[src/rtl/piso_nbit_tx.sv]
// piso_nbit_tx: parallel-in/serial-out transmitter with valid/ready load, frame/done strobes and optional idle gap
module piso_nbit_tx #(
  parameter int N = 4,
  parameter int GAP = 1,
  parameter bit MSB_FIRST = 1'b0
) (
  input  logic         clk,
  input  logic         reset_ah_in,
  input  logic [N-1:0] d_par_in,
  input  logic         load_valid_in,
  output logic         load_ready_out,
  output logic         q_out,
  output logic         frame_out,
  output logic         done_out,
  output logic         busy_out
);
  localparam int BW = $clog2(N);
  typedef enum logic [1:0] {ST_IDLE, ST_SHIFT, ST_GAP} state_t;
  state_t        state_q, state_d;
  logic [N-1:0]  shreg_q, shreg_d;
  logic [BW-1:0] bitcnt_q, bitcnt_d;
  logic [3:0]    gapcnt_q, gapcnt_d;
  logic          last, accept;
  // output decodes of registered state; an asserted reset forces every output low
  always_comb begin
    last = state_q == ST_SHIFT && bitcnt_q == BW'(N - 1);
    frame_out = !reset_ah_in && state_q == ST_SHIFT;
    q_out = frame_out && (MSB_FIRST ? shreg_q[N-1] : shreg_q[0]);
    done_out = !reset_ah_in && last;
    busy_out = !reset_ah_in && state_q != ST_IDLE;
    load_ready_out = !reset_ah_in && (state_q == ST_IDLE || (GAP == 0 && last));
    accept = load_valid_in && load_ready_out;
  end
  // next state: accept wins (also covers back-to-back on the last bit), else shift or count down the gap
  always_comb begin
    state_d = state_q;
    shreg_d = shreg_q;
    bitcnt_d = bitcnt_q;
    gapcnt_d = gapcnt_q;
    if (accept) begin
      state_d = ST_SHIFT;
      shreg_d = d_par_in;
      bitcnt_d = '0;
    end else if (state_q == ST_SHIFT) begin
      shreg_d = MSB_FIRST ? {shreg_q[N-2:0], 1'b0} : {1'b0, shreg_q[N-1:1]};
      bitcnt_d = last ? '0 : bitcnt_q + BW'(1);
      state_d = last ? (GAP > 0 ? ST_GAP : ST_IDLE) : ST_SHIFT;
      gapcnt_d = last ? 4'(GAP) : gapcnt_q;
    end else if (state_q == ST_GAP) begin
      gapcnt_d = gapcnt_q - 4'd1;
      state_d = gapcnt_q == 4'd1 ? ST_IDLE : ST_GAP;
    end
  end
  // state registers with synchronous reset
  always_ff @(posedge clk) begin
    if (reset_ah_in) begin
      state_q <= ST_IDLE;
      shreg_q <= '0;
      bitcnt_q <= '0;
      gapcnt_q <= '0;
    end else begin
      state_q <= state_d;
      shreg_q <= shreg_d;
      bitcnt_q <= bitcnt_d;
      gapcnt_q <= gapcnt_d;
    end
  end
endmodule

[config.mk]
export PLATFORM = sky130hd
export DESIGN_NAME = piso_nbit_tx
export DESIGN_NICKNAME = d
export VERILOG_FILES = /design/src/rtl/piso_nbit_tx.sv
export SDC_FILE = /design/constraint.sdc
export NUM_CORES = 1
export LEC_CHECK = 0
export ABC_AREA = 1
export BUFFER_PORTS_ARGS = -buffer_cell sky130_fd_sc_hd__buf_2
export CAP_MARGIN = 10
export CORE_MARGIN = 1.5
export CORE_UTILIZATION = 45
export DETAILED_ROUTE_END_ITERATION = 12
export PLACE_DENSITY_LB_ADDON = 0.08
export SETUP_SLACK_MARGIN = 0.1
export SYNTH_ARGS = -nofsm -noshare
export SYNTH_HDL_FRONTEND = slang
export SYNTH_SLANG_ARGS = --single-unit
[constraint.sdc]
create_clock -name clk -period 3.35 [get_ports clk]
set_clock_uncertainty 0.15 [all_clocks]
set_input_delay 0.335 -clock clk [delete_from_list [all_inputs] [get_ports clk]]
set_output_delay 0.335 -clock clk [all_outputs]
set_load 0.02 [all_outputs]
==> results of run 1 <==
-- cell usage after synthesis --
library cell / n / share of area [%]
sky130_fd_sc_hd__nand2_1: 26 / 14
sky130_fd_sc_hd__inv_1: 15 / 8.0
sky130_fd_sc_hd__dfxtp_1: 12 / 34
sky130_fd_sc_hd__nor2_1: 10 / 5.3
sky130_fd_sc_hd__a21oi_1: 7 / 5.0
sky130_fd_sc_hd__ha_1: 6 / 11
sky130_fd_sc_hd__nand3_1: 5 / 3.6
sky130_fd_sc_hd__o21ai_0: 5 / 3.6
sky130_fd_sc_hd__nor3_1: 4 / 2.9
sky130_fd_sc_hd__inv_2: 2 / 1.1
sky130_fd_sc_hd__nand2_2: 2 / 1.8
sky130_fd_sc_hd__nor2_2: 2 / 1.8
sky130_fd_sc_hd__o21ai_1: 2 / 1.4
sky130_fd_sc_hd__buf_4: 1 / 1.1
sky130_fd_sc_hd__buf_6: 1 / 1.6
sky130_fd_sc_hd__clkbuf_1: 1 / 0.53
sky130_fd_sc_hd__nand3_2: 1 / 1.4
sky130_fd_sc_hd__or2_2: 1 / 0.89
sky130_fd_sc_hd__xnor2_1: 1 / 1.2
-- through the flow --
stage                     hold WS (ps)  instances
final                            151.6        132
after global routing             177.2        132
after CTS                        147.1        132
after detailed placement         305.6        128
after global placement           301.9        128
after floorplan                  264.3        104
-- layout make-up --
class	instances	area, um2	share of cell area [%]
timing repair buffer	11	55.05	6.962
clock buffer	4	36.28	4.589
multi-input combinational	72	375.4	47.47
sequential	12	240.2	30.38
tap	16	20.02	2.532
inverter	17	63.81	8.070
-- worst max-delay path, stage by stage, from the launching register on --
cell and delay (ps):
sky130_fd_sc_hd__dfxtp_1 320, sky130_fd_sc_hd__inv_1 90, sky130_fd_sc_hd__ha_1 350, sky130_fd_sc_hd__inv_1 210
sky130_fd_sc_hd__nor3_1 200, sky130_fd_sc_hd__buf_2 190
-- state kept, by name, indices dropped and copies added, names as in the netlist --
signal	flops
bitcnt_q	2
shreg_q	4
state_q	2
gapcnt_q	4
-- worst paths after layout --
path	start	to	slack, ps	cells after the start
hold / removal	d_par_in[3]	shreg_q[3]	150	3
setup reg to reg	state_q[1]	gapcnt_q[3]	1750	8
hold reg to reg	shreg_q[1]	shreg_q[1]	310	2
setup / recovery	state_q[1]	q_out	1230	5
-- power by group through the flow --
| stage | registers (mW) | clock network [mW] | logic [mW] |
|---|---|---|---|
| 2_1_floorplan | 0.208 | 0 | 0.255 |
| 3_3_place_gp | 0.213 | 0 | 0.301 |
| 3_5_place_dp | 0.214 | 0 | 0.309 |
| 4_1_cts | 0.211 | 0.120 | 0.310 |
| 5_1_grt | 0.215 | 0.126 | 0.351 |
| 6_report | 0.211 | 0.119 | 0.306 |
-- metal layers --
layer	share of wire [%]	wire, um	vias to the layer above
li1	-	-	348
met5	0	0	-
met2	46	632	8
met4	1.0	14	0
met1	51	702	276
met3	2.9	40	2
-- kinds of logic after synthesis --
family                     count (synthesis)  share of synthesized area, %
and+or+nand+nor                           51                         31.55
DFF                                       12                         34.22
adders and majority gates                  6                         10.69
AOI/OAI and AO/OA                         14                         9.981
buffers and inverters                     20                         12.30
xor gates and xnor gates                   1                         1.248
==> Flow_metrics.wiki, run 1 <==
{| class="wikitable"
! Metric !! Value
|-
| Outcome || finished clean
|-
| Routing usage on met3 || around 3.9%
|-
| Final Max Tran Viols || 0
|-
| Share of layout cells above drive strength 1 || between 10% and 20%
|-
| Post-route core utilization || 53.11%
|-
| Number of placement rows || 14
|-
| Max-slew headroom at the worst pin || 78.71%
|-
| Final wirelength || ~1400 um
|-
| Class of the tightest hold or removal check || input pin to flop
|-
| DRC violation count after routing || 0
|-
| I/O pins || 12
|-
| Maximum Capacitance Violations || 0
|-
| Vias in the first global route || 560
|-
| CTS root buf || sky130_fd_sc_hd__clkbuf_4
|-
| Post-route cell area || slightly below 800 um2
|-
| Core area || roughly 1500 um2
|-
| Die footprint || 1806 um2
|-
| Net switching power figure || around 0.27 mW
|-
| H-tree depth || 1
|-
| Starting utilization of the core area || between 40% and 50%
|-
| Hold violation total from the final report || 0
|-
| Clk_lat worst skew || about 280 ps
|-
| Count of routing violations after the opening detailed-route iteration || 14
|-
| Endpoint kind of the worst setup timing path || primary output
|-
| First-pass GRT wire length || between 2000 and 2500 um
|-
| Post-synthesis sequential area ratio || 34.22%
|-
| Startpoint class of the critical path || flop
|-
| Most common cell after layout, fill and taps aside || sky130_fd_sc_hd__nand2_1
|-
| Category of the most critical setup path || flop to primary output
|-
| Post-layout worst setup margin || 1228 ps
|-
| Detailed-routing iteration count for the pre-antenna-repair pass || 3
|-
| Final Total Pwr || 0.6360 mW
|-
| Relative contribution of combinational cells to total power || around 48%
|-
| Antenna Violating Nets Remaining || 0
|-
| Worst Path Arrival || ~1600 ps
|-
| Fmax || between 400 and 500 MHz
|-
| Most used cells in the layout excluding fill and tap cells || sky130_fd_sc_hd__nand2_1, sky130_fd_sc_hd__inv_1, sky130_fd_sc_hd__dfxtp_1
|-
| Average via count per standard cell || about 4.8
|-
| Routability congestion estimate from global placement || about 0.8
|-
| Share of power burned in registers || between 30 and 40%
|-
| Sinks on the clock net || 12
|-
| Share of total power consumed by net switching || a little over two fifths
|-
| GR Util All Layers || around 16%
|-
| Required arrival time at the worst endpoint || 2860 ps
|-
| Layout area overhead || 12.66%
|-
| Final count of negative-setup-slack endpoints || 0
|-
| Gr busiest metal || met2
|-
| Crit Path Max Fanout || 9
|-
| Unrepaired setup endpoints after global routing || false
|-
| Reg clk slew, reported paths || roughly 80 ps
|-
| Met2 usage || 25.54%
|-
| Pin count of the biggest net entering global routing || 13
|-
| Number of synthesized register bits || 12
|-
| Total overflow reported by the global router || 0
|-
| Global routing usage on met1 || between 20% and 30%
|-
| Final critical-path required period || about 2100 ps
|-
| Die W || ~42 um
|-
| Post-detailed-placement half-perimeter wirelength || between 1000 and 1500 um
|-
| Count of distinct cell types in the synthesized netlist || 19
|-
| PwrDens || ~800 nW/um2
|-
| TritonCTS buffer count || 3
|-
| Port Buffers || 11
|-
| Synthesized area per cell || around 6.7 um2
|-
| Antenna diode count || 0
|-
| Clock Power Share || roughly a fifth
|-
| Minimum setup slack after placement || around 1500 ps
|-
| Setup Fix Bufs, Post-CTS || 0
|-
| Post-Synthesis Net Count || 117
|-
| Internal power || between 0.3 and 0.4 mW
|-
| Via count || roughly 630
|-
| Post-detailed-placement cell area || 754.5 um2
|-
| Die H || about 42 um
|-
| Yosys warning count || 0
|-
| Summed instance area of the synthesized netlist || 701.9 um2
|-
| Number of filler cells placed in the layout || roughly 150
|-
| Fin Setup TNS || 0 ps
|-
| Leakage power total || approximately 0.4 nW
|-
| Final routed wire length divided by cell count || between 10 and 15 um
|-
| Count of hold-fix buffers inserted at cts || 0
|-
| Maximum vdd drop || 0.4298 mV
|-
| Buffers from clock root to sink, at most || 2
|-
| Number of nets in the layout || 130
|-
| Instance count of the mapped netlist || 104
|-
| Period utilization || a little under two thirds
|-
| Antenna violations before repair || 0
|-
| PostCTS Resize Cnt || 0
|-
| Clock tree from TritonCTS || done
|-
| Slew at the pin with the worst max-slew slack || 319.4 ps
|}
Note: power is estimated with default switching activity, not from simulation.
==> run 2, diff against run 1 <==
==> constraint.sdc (replaced) <==
create_clock -name clk -period 1.7 [get_ports clk]
set_clock_uncertainty 0.15 [all_clocks]
set_input_delay 0.17 -clock clk [delete_from_list [all_inputs] [get_ports clk]]
set_output_delay 0.17 -clock clk [all_outputs]
set_load 0.02 [all_outputs]
==> run 2 against run 1 <==
Net effect:
- power is 110% higher
- routed wire length rose by 11%
- via count up 6.3%
- flip-flop and latch count is the same
- count of clock-buffer cells in the layout is the same
==> Flow_metrics.wiki, run 2 (same netlist as run 1, synthesis figures left out) <==
{| class="wikitable"
! Metric !! Value
|-
| Maximum vdd drop || 0.6081 mV (+41%)
|-
| Die W || 42.50 um (unchanged)
|-
| Post-route core utilization || 58.99% (+5.9 points)
|-
| Final wirelength || 1543 um (+11%)
|-
| Die footprint || 1806 um2 (unchanged)
|-
| Most common cell after layout, fill and taps aside || sky130_fd_sc_hd__nand2_1
|-
| TritonCTS buffer count || 3 (unchanged)
|-
| Number of placement rows || 14 (unchanged)
|-
| Total overflow reported by the global router || 0 (unchanged)
|-
| Highest-delay cell along the critical path || sky130_fd_sc_hd__dfxtp_2
|-
| Maximum Capacitance Violations || 0 (unchanged)
|-
| Clock tree from TritonCTS || done
|-
| Number of nets in the layout || 134 (+3.1%)
|-
| Sinks on the clock net || 12 (unchanged)
|-
| Endpoint kind of the worst setup timing path || primary output
|-
| H-tree depth || 1 (unchanged)
|-
| Largest registers || gapcnt_q x4, shreg_q x4
|-
| Period utilization || 89.47%
|-
| Vias in the first global route || 612 (+9.3%)
|-
| Average via count per standard cell || 4.956 (+3.2%)
|-
| Required arrival time at the worst endpoint || 1380 ps (-1480 ps)
|-
| Slew at the pin with the worst max-slew slack || 208.0 ps (-111.4 ps)
|-
| Final critical-path required period || 1521 ps
|-
| Final count of negative-setup-slack endpoints || 0 (unchanged)
|-
| Cell-by-cell trace of the critical path || inv_4 > ha_4 > inv_2 > nor3_2 > buf_4
|-
| Buffers from clock root to sink, at most || 2 (unchanged)
|-
| Outcome || finished clean
|-
| Routability congestion estimate from global placement || 0.8428 (+4.8%)
|-
| Layout area overhead || 25.13%
|-
| Worst Path Arrival || 1200 ps (-440 ps)
|-
| Most used cells in the layout excluding fill and tap cells || sky130_fd_sc_hd__nand2_1, sky130_fd_sc_hd__inv_1, sky130_fd_sc_hd__nor2_1, sky130_fd_sc_hd__dfxtp_1, sky130_fd_sc_hd__buf_2
|-
| CTS root buf || sky130_fd_sc_hd__clkbuf_4
|-
| Antenna violations before repair || 0 (unchanged)
|-
| Class of the tightest hold or removal check || input pin to flop
|-
| Core area || 1489 um2 (unchanged)
|-
| Unrepaired setup endpoints after global routing || false
|-
| Leakage power total || 0.4252 nW (+5.8%)
|-
| Reg clk slew, reported paths || 80 ps (about the same)
|-
| Maximum single-stage delay on the critical path || 340 ps (about the same)
|-
| Share of layout cells above drive strength 1 || 30.00% (+10 points)
|-
| Category of the most critical setup path || flop to primary output
|-
| Post-detailed-placement half-perimeter wirelength || 1097 um (+2.4%)
|-
| Via count || 674 (+6.3%)
|-
| Number of placed instances, taps included || 130 (+1.6%)
|-
| Count of routing violations after the opening detailed-route iteration || 8 (-6)
|-
| I/O pins || 12 (unchanged)
|-
| Non-filler instance count after layout || 136 (+3.0%)
|-
| First-pass GRT wire length || 2449 um (+8.2%)
|-
| Fin Setup TNS || 0 ps (unchanged)
|-
| Clk_lat worst skew || 280 ps (about the same)
|-
| Pin count of the biggest net entering global routing || 13 (unchanged)
|-
| Die H || 42.50 um (unchanged)
|-
| Hold violation total from the final report || 0 (unchanged)
|-
| Detailed-routing iteration count for the pre-antenna-repair pass || 4 (+1)
|-
| Startpoint class of the critical path || flop
|-
| Crit Path Max Fanout || 8 (-1)
|-
| PwrDens || 1555 nW/um2 (+93%)
|-
| Max-slew headroom at the worst pin || 86.12% (+7.4 points)
|-
| Fmax || about 660 MHz
|-
| Antenna Violating Nets Remaining || 0 (unchanged)
|-
| Final routed wire length divided by cell count || 11.35 um (+7.8%)
|-
| Antenna diode count || 0 (unchanged)
|-
| DRC violation count after routing || 0 (unchanged)
|-
| Starting utilization of the core area || 47.14% (unchanged)
|-
| Port Buffers || 11 (unchanged)
|-
| Final Max Tran Viols || 0 (unchanged)
|-
| GR Util All Layers || 18.58% (+2.2 points)
|}
-- run 2: cell types whose count changed in the layout (fill, tap and decap cells not counted), sizes merged --
| cell | delta |
|---|---|
| buf | +3 |
| dlygate4sd3 | +1 |
-- run 2: worst max-delay path: cells and delay by family, from the launching register on --
| family | cells | cell delay, ps |
|---|---|---|
| buffers and inverters | 3 | 310 |
| adder cells (fa/ha/maj) | 1 | 130 |
| AND/OR/NAND/NOR | 1 | 130 |
| flip-flops | 1 | 340 |
-- run 2: area by class of cell --
| type | count | area [um2] |
|---|---|---|
| flip-flops and latches | 12 | 242.7 |
| clock buffers | 4 | 36.28 |
| multi-input cells | 72 | 420.4 |
| fillers | 144 | 610.6 |
| well taps | 16 | 20.02 |
| repair buffers | 15 | 92.59 |
| inverters | 17 | 66.31 |
-- run 2: layer usage --
layer | global-route usage, % | vias to the layer above | routed length [um]
li1 | - | 354 | -
met1 | 22.75 | 302 | 689
met2 | 28.00 | 13 | 754
met3 | 4.310 | 5 | 48
met4 | 13.75 | 0 | 50
met5 | 0 | - | 0
-- run 2: per-stage QoR --
| step | power [mW] | setup WS, ps | instance area, um2 | hold slack, ps |
|---|---|---|---|---|
| floorplan | 0.9119 | 147.0 | 701.9 | 99.31 |
| global placement | 1.031 | 203.7 | 769.5 | 271.4 |
| detailed placement | 1.035 | 200.8 | 769.5 | 280.5 |
| CTS | 1.314 | 70.97 | 840.8 | 17.08 |
| global route | 1.492 | 113.1 | 878.3 | 40.25 |
| finish | 1.366 | 179.0 | 878.3 | 25.43 |
-- run 2: what timing repair did --
action | CTS | global route
hold endpoints to repair | 1 | 0
endpoints found under the setup margin | 3 | 12
hold buffers | 1 | 0
pin swaps | 0 | 2
resized for setup | 5 | 12
setup buffers | 1 | 0
-- run 2: final timing paths --
path | start | end | slack, ps | cells after the start
max | state_q[1] | q_out | 180 | 5
min | d_par_in[0] | shreg_q[0] | 30 | 3
max reg2reg | state_q[1] | gapcnt_q[3] | 220 | 9
min reg2reg | shreg_q[2] | shreg_q[2] | 320 | 2
-- run 2: where the power goes --
part / total, mW / internal [mW] / switching [mW]
combinational: 0.697 / 0.280 / 0.417
sequential: 0.430 / 0.368 / 0.0622
clock: 0.239 / 0.131 / 0.108
total: 1.37 / 0.779 / 0.587
==> run 3, diff against run 2 <==
--- a/config.mk
+++ b/config.mk
@@ -5,7 +5,6 @@
 export SDC_FILE = /design/constraint.sdc
 export NUM_CORES = 1
 export LEC_CHECK = 0
-export ABC_AREA = 1
 export BUFFER_PORTS_ARGS = -buffer_cell sky130_fd_sc_hd__buf_2
 export CAP_MARGIN = 10
 export CORE_MARGIN = 1.5
==> constraint.sdc (replaced) <==
create_clock -name clk -period 1.7 [get_ports clk]
set_clock_uncertainty 0.15 [all_clocks]
set_input_delay 0.085 -clock clk [delete_from_list [all_inputs] [get_ports clk]]
set_output_delay 0.085 -clock clk [all_outputs]
set_load 0.02 [all_outputs]
==> run 3 against run 2 <==
Net effect:
- cell area increased by 7.7%
- core utilization increased by 11 points
- via count down 5.8%
- power down 2.1%
- synthesized cell count is 26% lower
- final cell count is 14% lower
- worst hold slack better by 13 ps
- combinational power increased by 4.3%
- worst setup slack lost 88 ps
==> Flow_metrics.wiki, run 3 <==
{| class="wikitable"
! Metric !! Value
|-
| Worst Path Arrival || 1370 ps (+170 ps)
|-
| Minimum setup slack after placement || 10.72 ps (-190.1 ps)
|-
| Instance count of the mapped netlist || 77 (-26%)
|-
| Share of layout cells above drive strength 1 || 33.33% (+3.3 points)
|-
| Number of nets in the layout || 117 (-13%)
|-
| Routability congestion estimate from global placement || 0.7753 (-8.0%)
|-
| Fmax || 621.5 MHz (-5.5%)
|-
| GR Util All Layers || 21.02% (+2.4 points)
|-
| First-pass GRT wire length || 2677 um (+9.3%)
|-
| Hold violation total from the final report || 0 (unchanged)
|-
| Number of synthesized flops with an enable pin || 0 (unchanged)
|-
| Share of the synthesized area in the top cell type || 35.42% (+1.2 points)
|-
| Slew at the pin with the worst max-slew slack || 279.0 ps (+71.05 ps)
|-
| Total overflow reported by the global router || 0 (unchanged)
|-
| Number of synthesized register bits || 12 (unchanged)
|-
| Synthesized area per cell || 8.807 um2 (+30%)
|-
| Post-layout worst setup margin || 90.93 ps (-88.11 ps)
|-
| CTS root buf || sky130_fd_sc_hd__clkbuf_4
|-
| Largest cells by area after synthesis || sky130_fd_sc_hd__dfxtp_1, sky130_fd_sc_hd__ha_1, sky130_fd_sc_hd__mux2i_1, sky130_fd_sc_hd__nor2_1, sky130_fd_sc_hd__a21oi_1
|-
| Port Buffers || 11 (unchanged)
|-
| Post-synthesis sequential area ratio || 35.42% (+1.2 points)
|-
| Layout area overhead || 39.48%
|-
| Category of the most critical setup path || flop to primary output
|-
| Hold Path Stages || 3 (unchanged)
|-
| DRC violation count after routing || 0 (unchanged)
|-
| Summed instance area of the synthesized netlist || 678.2 um2 (-3.4%)
|-
| Count of distinct cell types in the synthesized netlist || 29 (+10)
|-
| Startpoint class of the critical path || flop
|-
| Maximum Capacitance Violations || 0 (unchanged)
|-
| Max-slew headroom at the worst pin || 81.24% (-4.9 points)
|-
| Starting utilization of the core area || 50.23% (+3.1 points)
|-
| Buffers from clock root to sink, at most || 2 (unchanged)
|-
| Number of placement rows || 13 (-1)
|-
| Post-route core utilization || 70.06% (+11 points)
|-
| Pin count of the biggest net entering global routing || 12 (-1)
|-
| Count of routing violations after the opening detailed-route iteration || 9 (+1)
|-
| Fraction of registers with async set/reset || 0% (unchanged)
|-
| Final count of negative-setup-slack endpoints || 0 (unchanged)
|-
| Antenna violations before repair || 0 (unchanged)
|-
| Die W || 41.82 um (-1.6%)
|-
| Period utilization || 94.65% (+5.2 points)
|-
| Final wirelength || 1569 um (+1.7%)
|-
| Via count || 635 (-5.8%)
|-
| Share of synthesized cell area in and, or, nand and nor gates || 25.83% (-5.7 points)
|-
| I/O pins || 12 (unchanged)
|-
| Sinks on the clock net || 12 (unchanged)
|-
| Largest registers || gapcnt_q x4, shreg_q x4
|-
| Outcome || finished clean
|-
| Library cell with the largest summed area after synthesis || sky130_fd_sc_hd__dfxtp_1
|-
| Clock tree from TritonCTS || done
|-
| Clk_lat worst skew || 270 ps (about the same)
|-
| Commonest cells in the synthesized netlist || sky130_fd_sc_hd__dfxtp_1, sky130_fd_sc_hd__nor2_1, sky130_fd_sc_hd__ha_1
|-
| Post-detailed-placement half-perimeter wirelength || 1129 um (+2.9%)
|-
| Core area || 1350 um2 (-9.3%)
|-
| Main combinational cell family by area after synthesis || simple AND/OR/NAND/NOR gates
|-
| Length in cells of the worst reg-to-reg path || 6 (-3)
|-
| Fin Setup TNS || 0 ps (unchanged)
|-
| Yosys warning count || 0 (unchanged)
|-
| Leakage power total || 0.3987 nW (-6.2%)
|-
| Vias in the first global route || 610 (-0.33%)
|-
| Endpoint kind of the worst setup timing path || primary output
|-
| Final critical-path required period || 1609 ps (+88.11 ps)
|-
| Final routed wire length divided by cell count || 13.41 um (+18%)
|-
| Antenna Violating Nets Remaining || 0 (unchanged)
|-
| Proportion of synthesized area in mux cells || 7.380% (+7.4 points)
|-
| Area share of xor/xnor cells in the synthesized design || 0% (-1.2 points)
|-
| Library cell with the highest instance count after synthesis || sky130_fd_sc_hd__dfxtp_1
|-
| Synthesized-area fraction occupied by ao, oa, aoi and oai cells || 14.94% (+5.0 points)
|-
| Die H || 41.82 um (-1.6%)
|-
| Unrepaired setup endpoints after global routing || true
|-
| Detailed-routing iteration count for the pre-antenna-repair pass || 4 (unchanged)
|-
| H-tree depth || 1 (unchanged)
|-
| PwrDens || 1414 nW/um2 (-9.1%)
|-
| Reg clk slew, reported paths || 70 ps (about the same)
|-
| Required arrival time at the worst endpoint || 1460 ps (+80 ps)
|-
| Most used cells in the layout excluding fill and tap cells || sky130_fd_sc_hd__dfxtp_1, sky130_fd_sc_hd__buf_2, sky130_fd_sc_hd__buf_4
|-
| Crit Path Max Fanout || 3 (-5)
|-
| Final Total Pwr || 1.338 mW (-2.1%)
|-
| Top FF cell, synth || sky130_fd_sc_hd__dfxtp_1
|-
| Post-Synthesis Net Count || 90 (-23%)
|-
| Antenna diode count || 0 (unchanged)
|-
| TritonCTS buffer count || 3 (unchanged)
|-
| Average via count per standard cell || 5.427 (+9.5%)
|-
| Maximum vdd drop || 0.7374 mV (+21%)
|-
| Final Max Tran Viols || 0 (unchanged)
|-
| Die footprint || 1749 um2 (-3.2%)
|-
| Adder-cell share of the synthesized area || 11.07% (+0.37 points)
|-
| Class of the tightest hold or removal check || input pin to flop
|}
==> run 3: cell count changes after synthesis, sizes merged, moves of 3 or more <==
cell | before | now
a211oi | 0 | 3
inv | 17 | 5
nor2b | 0 | 3
nand2 | 28 | 2
nand3 | 6 | 1
o21ai | 7 | 0
nor2 | 12 | 7
mux2i | 0 | 5
==> run 3: critical path, stage by stage, from the launching register on <==
cell	delay, ps
sky130_fd_sc_hd__dfxtp_2	350
sky130_fd_sc_hd__inv_4	50
sky130_fd_sc_hd__ha_4	160
sky130_fd_sc_hd__buf_6	110
sky130_fd_sc_hd__and2b_1	160
sky130_fd_sc_hd__and2_4	160
sky130_fd_sc_hd__buf_6	120
==> run 3: worst paths after layout <==
kind / start / endpoint / slack, ps
worst max-delay path: state_q[1] / done_out / 90
worst min-delay path: reset_ah_in / state_q[1] / 40
worst max register to register: state_q[0] / gapcnt_q[1] / 110
worst min register to register: shreg_q[3] / shreg_q[3] / 350
==> run 3: logic make-up after synthesis <==
family / count (synthesis)
DFF: 12
buffers and inverters: 9
and+or+nand+nor: 30
adders and majority gates: 6
muxes: 5
AOI/OAI and AO/OA: 15
==> run 3: metrics by stage <==
| stage | instance area, um2 | instances | hold WS [ps] |
|---|---|---|---|
| finish | 945.9 | 117 | 38.22 |
| global route | 945.9 | 117 | 56.75 |
| CTS | 933.4 | 117 | 22.84 |
| detailed placement | 799.5 | 106 | 182.7 |
| global placement | 799.5 | 106 | 178.8 |
| floorplan | 690.7 | 77 | 71.03 |
==> run 3: layer usage <==
layer  track usage [%]  vias to the layer above  routed length [um]
met5                 0                        -                   0
met4             14.19                        0                  39
met3             6.957                        5                  66
met2             34.38                       15                 752
met1             22.75                      287                 711
li1                  -                      328                   -
==> run 3: what timing repair did <==
| action | CTS | global route |
|---|---|---|
| setup buffers | 3 | 0 |
| hold buffers | 5 | 0 |
| gates cloned | 0 | 0 |
| pin swaps | 4 | 2 |
| resized for setup | 14 | 4 |
| endpoints found under the setup margin | 7 | 4 |
| endpoints found under the hold margin | 5 | 0 |
==> run 3: layout make-up <==
| class | count | area [um2] |
|---|---|---|
| Multi-Input combinational cell | 56 | 436.7 |
| Fill cell | 111 | 404.1 |
| Sequential cell | 12 | 246.5 |
| Timing Repair Buffer | 26 | 200.2 |
| Clock buffer | 3 | 22.52 |
| Inverter | 5 | 21.27 |
| Tap cell | 15 | 18.77 |
==> run 3: power by group <==
part,switching [mW],internal (mW)
clock,0.0896,0.0821
combinational,0.349,0.378
sequential,0.0694,0.369
